**config.mk**
```make
export PLATFORM = sky130hd
export DESIGN_NAME = seq_alu
export DESIGN_NICKNAME = d
export VERILOG_FILES = /design/src/rtl/seq_alu.sv
export SDC_FILE = /design/constraint.sdc
export NUM_CORES = 1
export LEC_CHECK = 0
export BUFFER_PORTS_ARGS = -buffer_cell sky130_fd_sc_hd__buf_2
export CAP_MARGIN = 30
export CORE_ASPECT_RATIO = 0.8
export CORE_MARGIN = 2
export CORE_UTILIZATION = 45
export CTS_CLUSTER_SIZE = 10
export DETAILED_ROUTE_END_ITERATION = 10
export PLACE_DENSITY_LB_ADDON = 0.12
export REMOVE_ABC_BUFFERS = 1
export SETUP_SLACK_MARGIN = 0.4
export SYNTH_ARGS = -nofsm -noshare
export SYNTH_HDL_FRONTEND = slang
export SYNTH_SLANG_ARGS = --single-unit
```
**constraint.sdc**
```tcl
create_clock -name clk -period 3.6 [get_ports clk]
set_input_delay 0.36 -clock clk [delete_from_list [all_inputs] [get_ports clk]]
set_output_delay 0.36 -clock clk [all_outputs]
set_load 0.02 [all_outputs]
```
**src/rtl/seq_alu.sv**
```systemverilog
// seq_alu: multi-cycle ALU with valid/ready handshakes on both sides.
// Logic/arith ops finish in one cycle; shifts step one bit per cycle.
module seq_alu #(
    parameter int  WIDTH = 8,
    localparam int SHW   = $clog2(WIDTH)
) (
    input  logic             clk,
    input  logic             rst,
    input  logic             in_valid,
    output logic             in_ready,
    input  logic [WIDTH-1:0] in0,
    input  logic [WIDTH-1:0] in1,
    input  logic [2:0]       alu_op,
    output logic             out_valid,
    input  logic             out_ready,
    output logic [WIDTH-1:0] out,
    output logic             flag_z,
    output logic             flag_n,
    output logic             flag_c,
    output logic             flag_v,
    output logic             busy
);

    localparam logic [2:0] OP_AND = 3'b000;
    localparam logic [2:0] OP_OR  = 3'b001;
    localparam logic [2:0] OP_XOR = 3'b010;
    localparam logic [2:0] OP_ADD = 3'b011;
    localparam logic [2:0] OP_SUB = 3'b100;
    localparam logic [2:0] OP_SLL = 3'b101;
    localparam logic [2:0] OP_SRL = 3'b110;
    localparam logic [2:0] OP_SRA = 3'b111;

    typedef enum logic [1:0] {
        IDLE  = 2'd0,
        SHIFT = 2'd1,
        DONE  = 2'd2
    } state_t;

    state_t           state_q, state_d;
    logic [WIDTH-1:0] res_q, res_d;
    logic [SHW-1:0]   cnt_q, cnt_d;
    logic [2:0]       op_q, op_d;
    logic             c_q, c_d;
    logic             v_q, v_d;
    logic             z_q, z_d;
    logic             n_q, n_d;
    logic [SHW-1:0]   shamt;

    assign shamt = in1[SHW-1:0];

    always_ff @(posedge clk) begin
        if (rst) begin
            state_q <= IDLE;
            res_q   <= '0;
            cnt_q   <= '0;
            op_q    <= OP_AND;
            c_q     <= 1'b0;
            v_q     <= 1'b0;
            z_q     <= 1'b0;
            n_q     <= 1'b0;
        end else begin
            state_q <= state_d;
            res_q   <= res_d;
            cnt_q   <= cnt_d;
            op_q    <= op_d;
            c_q     <= c_d;
            v_q     <= v_d;
            z_q     <= z_d;
            n_q     <= n_d;
        end
    end

    always_comb begin
        state_d = state_q;
        res_d   = res_q;
        cnt_d   = cnt_q;
        op_d    = op_q;
        c_d     = c_q;
        v_d     = v_q;
        z_d     = z_q;
        n_d     = n_q;
        unique case (state_q)
            IDLE: begin
                if (in_valid) begin
                    op_d    = alu_op;
                    c_d     = 1'b0;
                    v_d     = 1'b0;
                    state_d = DONE;
                    unique case (alu_op)
                        OP_AND: res_d = in0 & in1;
                        OP_OR:  res_d = in0 | in1;
                        OP_XOR: res_d = in0 ^ in1;
                        OP_ADD: begin
                            {c_d, res_d} = {1'b0, in0} + {1'b0, in1};
                            v_d = (in0[WIDTH-1] == in1[WIDTH-1])
                                && (res_d[WIDTH-1] != in0[WIDTH-1]);
                        end
                        OP_SUB: begin
                            // Bit WIDTH of the widened difference is the borrow.
                            {c_d, res_d} = {1'b0, in0} - {1'b0, in1};
                            v_d = (in0[WIDTH-1] != in1[WIDTH-1])
                                && (res_d[WIDTH-1] != in0[WIDTH-1]);
                        end
                        OP_SLL, OP_SRL, OP_SRA: begin
                            res_d = in0;
                            if (shamt != '0) begin
                                cnt_d   = shamt;
                                state_d = SHIFT;
                            end
                        end
                    endcase
                end
            end
            SHIFT: begin
                case (op_q)
                    OP_SLL: begin
                        c_d   = res_q[WIDTH-1];
                        res_d = {res_q[WIDTH-2:0], 1'b0};
                    end
                    OP_SRL: begin
                        c_d   = res_q[0];
                        res_d = {1'b0, res_q[WIDTH-1:1]};
                    end
                    default: begin
                        c_d   = res_q[0];
                        res_d = {res_q[WIDTH-1], res_q[WIDTH-1:1]};
                    end
                endcase
                cnt_d = cnt_q - SHW'(1);
                if (cnt_q == SHW'(1)) begin
                    state_d = DONE;
                end
            end
            DONE: begin
                if (out_ready) begin
                    state_d = IDLE;
                end
            end
            default: state_d = IDLE;
        endcase
        // z/n only track the final result, not intermediate shift steps.
        if (state_d == DONE && state_q != DONE) begin
            z_d = (res_d == '0);
            n_d = res_d[WIDTH-1];
        end
    end

    assign in_ready  = (state_q == IDLE);
    assign out_valid = (state_q == DONE);
    assign busy      = (state_q != IDLE);
    assign out       = res_q;
    assign flag_z    = z_q;
    assign flag_n    = n_q;
    assign flag_c    = c_q;
    assign flag_v    = v_q;

endmodule

```
==> impl_metrics.py, run 1 <==
metrics = {
    "run_status": {
        "status": "finished, final reports clean",
    },
    "setup_path": {
        "path_class": "primary input to register",
        "crit-reg2reg-launch": "state_q[0]",
        "slowest_delay_ns": 0.41,
        "reg2reg_slack_ns": 1.12,
        "cp_max_fo": 5,
        "r2r_cells": 6,
        "rr_endpoint": "flag_z",
        "crit_path_start_kind": "primary input",
        "crit_chain": "buf_2 -> ha_1 -> inv_1 -> fa_1 -> nand2b_1 -> a21o_1 -> a2111oi_0 -> a22oi_1 -> nor4_2 -> nand4_1 -> o31ai_2",
        "crit_path_end_kind": "register",
        "arrival_ns": 2.73,
        "crit_required_ns": 3.79,
        "crit_path_top_delay_cell": "a2111oi_0",
    },
    "timing": {
        "rsz0062_at_grt": "no",
        "min_period_ns": 2.54,
        "drv_slew": 0,
        "tightest_slew_ns": 0.882,
        "skew_ns": 0.00694,
        "setup_viol": 0,
        "worst_slack_ns": 1.06,
        "relSlewSlack_pct": 41.0,
        "min_period_over_period_pct": 70.6,
        "fmax_mhz": 393,
        "fin_tns_setup_ns": 0,
        "hold_viol": 0,
    },
    "floorplanning": {
        "fp.dieW_um": 87.9,
        "fp-row-count": 24,
        "die_area_sq_mm": 0.00625,
        "dieHeight_um": 71.1,
        "initial_core_util_pct": 46.6,
        "core-area_sq_mm": 0.00544,
        "io_pins": 38,
    },
    "hold_path": {
        "min_path_type": "primary input to register",
        "min_delay_worst_endpoint": "state_q[1]",
        "min_from": "out_ready",
        "hold_depth": 3,
    },
    "logic_synthesis": {
        "async_reset_ff_share_pct": 0,
        "synth.distinct_cells": 70,
        "syn-instance-count": 338,
        "syn_avg_cell_area_sq_um": 7.50,
        "synth_ff_type": "dfxtp_1",
        "yosys_warnings": 0,
        "synth-edff-count": 0,
        "syn_area_sq_mm": 0.00253,
        "ys_seq_elements": 20,
        "ys_seq_area_share_pct": 15.8,
    },
    "routing": {
        "vias_per_cell": 5.95,
        "routed_wl_um": 7160,
        "drt-initial-drc-count": 197,
        "first_pass_iters": 5,
        "ant_nets": 0,
        "drc": 0,
        "num_vias": 2595,
        "wl_per_cell_um": 16.4,
    },
    "power": {
        "power.leakage_nw": 1.20,
        "power_mw": 0.870,
        "power_density_mw_per_mm2": 314,
        "irDropWorstVdd_uv": 139,
    },
    "global_route": {
        "antenna_found_initial": 0,
        "grt_pass1_wl_um": 11800,
        "first_global_vias": 2387,
        "grt_remaining_overflow": 0,
        "grt_max_degree": 28,
        "grt_usage_pct": 23.5,
    },
    "clocking": {
        "holdBufCountCts": 0,
        "clkLatencyLatePin_ns": 0.27,
        "cts_tree": "yes",
        "path_clk_slew_ns": 0.09,
        "ctsResizeCount": 0,
        "cts_buffers": 3,
        "cts-root-buf": "clkbuf_8",
        "clockBufferDepth": 2,
        "htree_levels": 1,
        "cts_sinks": 20,
        "cts_setup_buffers": 0,
    },
    "final_layout": {
        "mostFrequentLayoutCell": "buf_2",
        "final_cell_mix": "buf_2, inv_1, nor2_1, ha_1, o21ai_0",
        "fin_util_pct": 51.0,
        "layout.nets": 411,
        "antennaDiodeCount": 0,
        "n_fill_cell": 569,
        "syn_to_final_growth_pct": 9.38,
        "design_area_sq_mm": 0.00277,
        "layout-drive-gt1-share_pct": 16.2,
    },
    "placed_design": {
        "pre_cts_slack_ns": 0.796,
        "portBuffers": 37,
        "dp_hpwl_um": 5420,
        "gp_congestion": 0.870,
        "dpl-instance-area_sq_mm": 0.00270,
    },
    "job": {
        "drv_cap": 0,
    },
}
-- registers in the layout, indices dropped and copies added, names as in the netlist --
| name | count |
|---|---|
| out | 8 |
| state_q | 2 |
| op_q | 3 |
| flag_c | 1 |
| cnt_q | 3 |
| flag_z | 1 |
| flag_v | 1 |
| flag_n | 1 |
-- per-stage QoR --
stage,std cells,hold slack (ns)
floorplan,316,0.429
global placement,432,0.470
detailed placement,432,0.485
CTS,436,0.343
global route,436,0.376
finish,436,0.342
-- worst max path at each step --
stage                     from  endpoint  slack, ns  cells past startpoint
global route        state_q[0]    flag_z       0.74                      6
CTS                     in1[0]    flag_z       1.09                     11
floorplan               in0[0]    flag_z       1.21                     10
global placement        in1[0]    flag_z       0.86                     11
detailed placement      in1[0]    flag_z       0.80                     11
finish                  in1[0]    flag_z       1.06                     11
-- layer usage --
layer	up-vias	routed length, um	track usage (%)
met3	4	376	3.50
met4	0	21	3.42
met5	-	0	0
met2	92	3260	36.5
li1	1279	-	-
met1	1220	3500	35.2
-- area by class of cell --
| type | count | area [sq um] | area share (%) |
|---|---|---|---|
| clock buffers | 3 | 41.3 | 1.49 |
| clock inverters | 1 | 30.0 | 1.08 |
| inverters | 29 | 109 | 3.93 |
| multi-input cells | 267 | 1900 | 68.6 |
| flip-flops and latches | 20 | 400 | 14.4 |
| well taps | 78 | 97.6 | 3.52 |
| repair buffers | 38 | 193 | 6.95 |
-- synth_stat cells (3+ instances only) --
cell	count	area, sq um
o21ai_0	26	130
buf_4	3	22.5
a31oi_1	11	68.8
xnor2_1	3	26.3
nand2_1	18	67.6
dfxtp_1	20	400
inv_1	29	109
a211oi_1	8	60.1
nor2b_1	11	68.8
mux2i_1	5	50.1
nor2_1	27	101
a2111oi_0	3	26.3
a32oi_1	4	35.0
nand2b_1	11	68.8
o22ai_1	3	18.8
a22oi_1	3	22.5
buf_2	6	30.0
nand3b_1	5	37.5
or3_1	4	25.0
nor3b_1	4	30.0
a21oi_1	20	100
ha_1	27	338
clkbuf_1	9	33.8
nor3_1	6	30.0
nand3_1	8	40.0
buf_6	3	33.8
-- logic make-up after synthesis --
| kind of cell | share of synthesized area [%] |
|---|---|
| multiplexers | 3.01 |
| AO/OA/AOI/OAI | 31.7 |
| buffers and inverters | 9.18 |
| XOR/XNOR | 1.38 |
| flip-flops | 15.8 |
| AND/OR/NAND/NOR | 24.0 |
| adder cells (fa/ha/maj) | 14.9 |
-- worst max-delay path: cells and delay by family --
family / cells / cell delay, ns
compound gates: 4 / 0.95
simple gates: 3 / 0.66
fa+ha+maj: 2 / 0.58
buf+inv: 2 / 0.19
-- report_power, final --
group          switching (mW)  internal (mW)  leakage, nW
clock                  0.0858          0.149       0.0357
combinational           0.223          0.143        0.997
sequential             0.0259          0.244        0.165
Power figures use the tool's default switching activity.
==> run 2: changes to the inputs <==
clock period = 2.6 ns   (was 3.6 ns; I/O delays follow)
==> impl_metrics.py, run 2 (same netlist as run 1, synthesis figures left out) <==
metrics = {
    "global_route": {
        "grt_usage_pct": 24.2,
        "grt_max_degree": 22,
        "grt_remaining_overflow": 0,
        "met2_usage_pct": 37.5,
        "grt_pass1_wl_um": 12000,
        "first_global_vias": 2430,
        "grt-busiest-layer": "met2",
        "met3_usage_pct": 3.27,
        "antenna_found_initial": 0,
        "met1_usage_pct": 36.3,
    },
    "routing": {
        "num_vias": 2762,
        "wl_per_cell_um": 16.4,
        "drt-initial-drc-count": 218,
        "drc": 0,
        "first_pass_iters": 5,
        "vias_per_cell": 5.93,
        "ant_nets": 0,
        "routed_wl_um": 7640,
    },
    "power": {
        "swShare_pct": 40.8,
        "power_mw": 1.18,
        "power.internal_mw": 0.697,
        "pwr-share-clk_pct": 17.9,
        "power_density_mw_per_mm2": 381,
        "pwr-share-seq_pct": 31.8,
        "power.leakage_nw": 1.34,
        "irDropWorstVdd_uv": 190,
        "comb_power_share_pct": 50.2,
        "power.switching_mw": 0.481,
    },
    "hold_path": {
        "min_path_type": "primary input to register",
        "min_from": "out_ready",
        "hold_depth": 3,
        "min_delay_worst_endpoint": "state_q[1]",
    },
    "setup_path": {
        "reg2reg_slack_ns": 0.41,
        "rr_endpoint": "flag_z",
        "path_class": "primary input to register",
        "cp_max_fo": 3,
        "crit_path_start_kind": "primary input",
        "path_depth": 12,
        "crit_required_ns": 2.76,
        "slowest_delay_ns": 0.53,
        "crit_chain": "buf_8 -> inv_4 -> ha_4 -> fa_2 -> o21bai_1 -> buf_4 -> a21oi_4 -> or4_1 -> a32oi_1 -> o221ai_1 -> nand3_1 -> o31ai_2",
        "crit_path_end_kind": "register",
        "crit-reg2reg-launch": "state_q[1]",
        "critical_path_buf_inv_count": 3,
        "arrival_ns": 2.38,
        "crit_path_top_delay_cell": "or4_1",
        "crit_family": "simple AND/OR/NAND/NOR gates",
        "r2r_cells": 6,
    },
    "timing": {
        "min_period_over_period_pct": 85.4,
        "fmax_mhz": 450,
        "fin_tns_setup_ns": 0,
        "holdWs_ns": 0.260,
        "setup_viol": 0,
        "hold_viol": 0,
        "min_period_ns": 2.22,
        "tightest_slew_ns": 0.837,
        "drv_slew": 0,
        "relSlewSlack_pct": 44.1,
        "skew_ns": 0.00282,
        "rsz0062_at_grt": "yes",
    },
    "placed_design": {
        "portBuffers": 37,
        "gp_congestion": 0.911,
        "dpl-instance-area_sq_mm": 0.00290,
        "dp_hpwl_um": 5870,
    },
    "floorplanning": {
        "fp-row-count": 24,
        "die_area_sq_mm": 0.00625,
        "fp.dieW_um": 87.9,
        "initial_core_util_pct": 46.6,
        "io_pins": 38,
        "dieHeight_um": 71.1,
        "core-area_sq_mm": 0.00544,
    },
    "clocking": {
        "clockBufferDepth": 2,
        "path_clk_slew_ns": 0.07,
        "clkLatencyLatePin_ns": 0.26,
        "cts_sinks": 20,
        "cts-root-buf": "clkbuf_8",
        "cts_tree": "yes",
        "cts_buffers": 3,
        "htree_levels": 1,
    },
    "job": {
        "drv_cap": 0,
    },
    "final_layout": {
        "largest_reg_flops": 8,
        "antennaDiodeCount": 0,
        "layout.nets": 442,
        "layout-drive-gt1-share_pct": 27.8,
        "syn_to_final_growth_pct": 22.1,
        "design_area_sq_mm": 0.00310,
        "mostFrequentLayoutCell": "buf_2",
        "n_fill_cell": 533,
        "fin_util_pct": 57.0,
        "final_cell_mix": "buf_2, buf_4, nor2_1",
    },
    "run_status": {
        "status": "finished, final reports clean",
    },
}
## run 2: changes by cell type in the layout (fill, tap and decap cells not counted), moves of 3 or more
cell       change
a2111oi_0      -3
buf_4         +31
ha_1           -5
ha_2           +3
inv_1          -3
o21ai_0        -3
## run 2: how the worst max path moves through the flow
stage	start	endpoint	slack [ns]
after floorplan	in0[0]	flag_z	0.31
after global placement	in0[0]	flag_z	-0.03
after detailed placement	in0[0]	flag_z	-0.05
after CTS	in0[0]	flag_z	0.40
after global routing	state_q[1]	flag_z	0.29
final	in0[0]	flag_z	0.38
## run 2: area by class of cell
cell class / count / area [sq um] / area share (%)
inverters: 29 / 111 / 3.60
repair buffers: 69 / 442 / 14.3
well taps: 78 / 97.6 / 3.15
flip-flops and latches: 20 / 402 / 13.0
multi-input cells: 267 / 2000 / 64.7
clock buffers: 3 / 41.3 / 1.33
## run 2: power by group through the flow
stage	logic (mW)	clock network (mW)	registers [mW]
global route	0.646	0.221	0.380
finish	0.592	0.211	0.375
CTS	0.556	0.207	0.374
global placement	0.533	0	0.380
detailed placement	0.538	0	0.381
floorplan	0.321	0	0.396
## run 2: layer usage
metal,vias to the layer above,part of all wire (%)
li1,1346,-
met4,0,0.94
met1,1306,47
met5,-,0
met2,97,45
met3,13,6.3
## run 2: what timing repair did
action                                  4_1_cts  5_1_grt
endpoints found under the setup margin        4        6
resized for setup                            12       22
pin swaps                                    10       11
hold endpoints to repair                      0        0
hold buffers                                  0        0
buffers inserted                              2        3
gates cloned                                  0        0
## run 2: worst reg2reg max path, stage by stage (launching register included)
cell	delay, ns
dfxtp_1	0.42
or4b_2	0.72
o32ai_2	0.20
o21ai_1	0.15
nor4_2	0.26
nand4_1	0.13
o31ai_2	0.23
## run 2: metrics by stage
step,cells,setup WS [ns]
floorplan,316,0.311
global placement,458,-0.0268
detailed placement,458,-0.0499
CTS,463,0.395
global route,466,0.290
finish,466,0.380
==> run 3: changes to the inputs <==
CELL_PAD_IN_SITES_DETAIL_PLACEMENT = 0   (was default)
CELL_PAD_IN_SITES_GLOBAL_PLACEMENT = 1   (was default)
CORE_UTILIZATION = 42   (was 45)
SLEW_MARGIN = 5   (was default)
==> impl_metrics.py, run 3 (same netlist as run 1, synthesis figures left out) <==
metrics = {
    "run_status": {
        "status": "finished, final reports clean",
    },
    "routing": {
        "routed_wl_um": 8060,
        "ant_nets": 0,
        "drc": 0,
        "num_vias": 2749,
        "first_pass_iters": 4,
        "drt-initial-drc-count": 266,
        "wl_per_cell_um": 17.3,
        "vias_per_cell": 5.90,
    },
    "final_layout": {
        "layout.nets": 438,
        "mostFrequentLayoutCell": "buf_2",
        "antennaDiodeCount": 0,
        "stdcell_count": 466,
        "n_fill_cell": 603,
        "syn_to_final_growth_pct": 23.5,
        "largest_reg_flops": 8,
        "final_cell_mix": "buf_2, inv_1, buf_4",
        "design_area_sq_mm": 0.00313,
        "layout-drive-gt1-share_pct": 28.8,
    },
    "setup_path": {
        "crit_path_start_kind": "primary input",
        "crit_path_end_kind": "register",
        "slowest_delay_ns": 0.40,
        "crit-reg2reg-launch": "state_q[0]",
        "r2r_cells": 6,
        "path_class": "primary input to register",
        "crit_required_ns": 2.76,
        "arrival_ns": 2.28,
        "rr_endpoint": "flag_z",
        "cp_max_fo": 3,
        "crit_path_top_delay_cell": "fa_2",
        "reg2reg_slack_ns": 0.51,
        "crit_chain": "buf_2 -> inv_1 -> ha_1 -> fa_2 -> o21bai_4 -> a21oi_2 -> or4_1 -> a32oi_1 -> o221ai_2 -> nand3_1 -> o31ai_2",
    },
    "timing": {
        "fmax_mhz": 471,
        "hold_viol": 0,
        "min_period_ns": 2.12,
        "min_period_over_period_pct": 81.7,
        "skew_ns": 0.00804,
        "setup_viol": 0,
        "fin_tns_setup_ns": 0,
        "tightest_slew_ns": 0.657,
        "rsz0062_at_grt": "yes",
        "relSlewSlack_pct": 56.1,
        "drv_slew": 0,
        "worst_slack_ns": 0.476,
    },
    "floorplanning": {
        "io_pins": 38,
        "die_area_sq_mm": 0.00668,
        "dieHeight_um": 73.5,
        "fp-row-count": 25,
        "core-area_sq_mm": 0.00588,
        "fp.dieW_um": 90.9,
        "initial_core_util_pct": 43.1,
    },
    "placed_design": {
        "dpl-instance-area_sq_mm": 0.00289,
        "portBuffers": 37,
        "dp_cells": 460,
        "gp_congestion": 0.879,
        "dp_hpwl_um": 6130,
        "pre_cts_slack_ns": -0.102,
    },
    "clocking": {
        "path_clk_slew_ns": 0.08,
        "cts_buffers": 3,
        "cts_sinks": 20,
        "clkLatencyLatePin_ns": 0.26,
        "htree_levels": 1,
        "clockBufferDepth": 2,
        "cts-root-buf": "clkbuf_8",
        "cts_tree": "yes",
        "holdBufCountCts": 0,
    },
    "hold_path": {
        "min_path_type": "primary input to register",
        "hold_depth": 3,
        "min_from": "out_ready",
        "min_delay_worst_endpoint": "state_q[1]",
    },
    "global_route": {
        "antenna_found_initial": 0,
        "grt_remaining_overflow": 0,
        "grt_max_degree": 22,
        "grt_usage_pct": 24.0,
        "first_global_vias": 2544,
        "grt_pass1_wl_um": 12900,
    },
    "job": {
        "drv_cap": 0,
    },
    "power": {
        "irDropWorstVdd_uv": 193,
        "power_density_mw_per_mm2": 413,
        "power.leakage_nw": 1.35,
    },
}
run 3: changes by cell type in the layout (fill, tap and decap cells not counted), moves of 2 or more:
| cell | delta |
|---|---|
| inv_2 | -2 |
| buf_2 | +2 |
| inv_1 | +3 |
| buf_4 | -4 |
| a21oi_2 | +2 |
run 3: routing by layer:
layer / global-route usage, % / share of wire, % / up-vias
met5: 0 / 0 / -
met4: 2.19 / 0.38 / 0
met3: 3.49 / 6.6 / 4
met2: 39.2 / 45 / 91
met1: 35.0 / 48 / 1314
li1: - / - / 1340
run 3: how the worst max path moves through the flow:
| stage | startpoint | to |
|---|---|---|
| floorplan | in0[0] | flag_z |
| global placement | in0[0] | flag_z |
| detailed placement | in0[0] | flag_z |
| CTS | state_q[0] | flag_z |
| global route | in0[0] | flag_z |
| finish | in0[0] | flag_z |
run 3: metrics by stage:
| step | power [mW] | hold WS (ns) | utilization, % |
|---|---|---|---|
| finish | 1.29 | 0.250 | 53.2 |
| global route | 1.37 | 0.280 | 53.2 |
| CTS | 1.27 | 0.252 | 51.8 |
| detailed placement | 0.924 | 0.483 | 49.2 |
| global placement | 0.923 | 0.469 | 49.2 |
| floorplan | 0.718 | 0.329 | - |
run 3: final cells by class:
cell class	count	area, sq um	area share [%]
Inverter	29	109	3.48
Clock inverter	1	30.0	0.959
Sequential cell	20	403	12.9
Timing Repair Buffer	65	395	12.6
Multi-Input combinational cell	267	2050	65.5
Tap cell	81	101	3.24
Clock buffer	3	41.3	1.32
run 3: what timing repair did:
action                     CTS  global route
setup endpoints to repair    4             4
pin swaps                    7             5
setup buffers                2             0
resized for setup           18            17
run 3: report_power, final:
group	total, mW	switching [mW]	internal, mW
combinational	0.604	0.348	0.256
clock	0.313	0.108	0.206
sequential	0.377	0.0377	0.339
run 3: worst max-delay path, delay by kind of cell:
kind	cells	cell delay, ns
compound gates	5	0.68
fa+ha+maj	2	0.62
buf+inv	2	0.17
simple gates	2	0.54
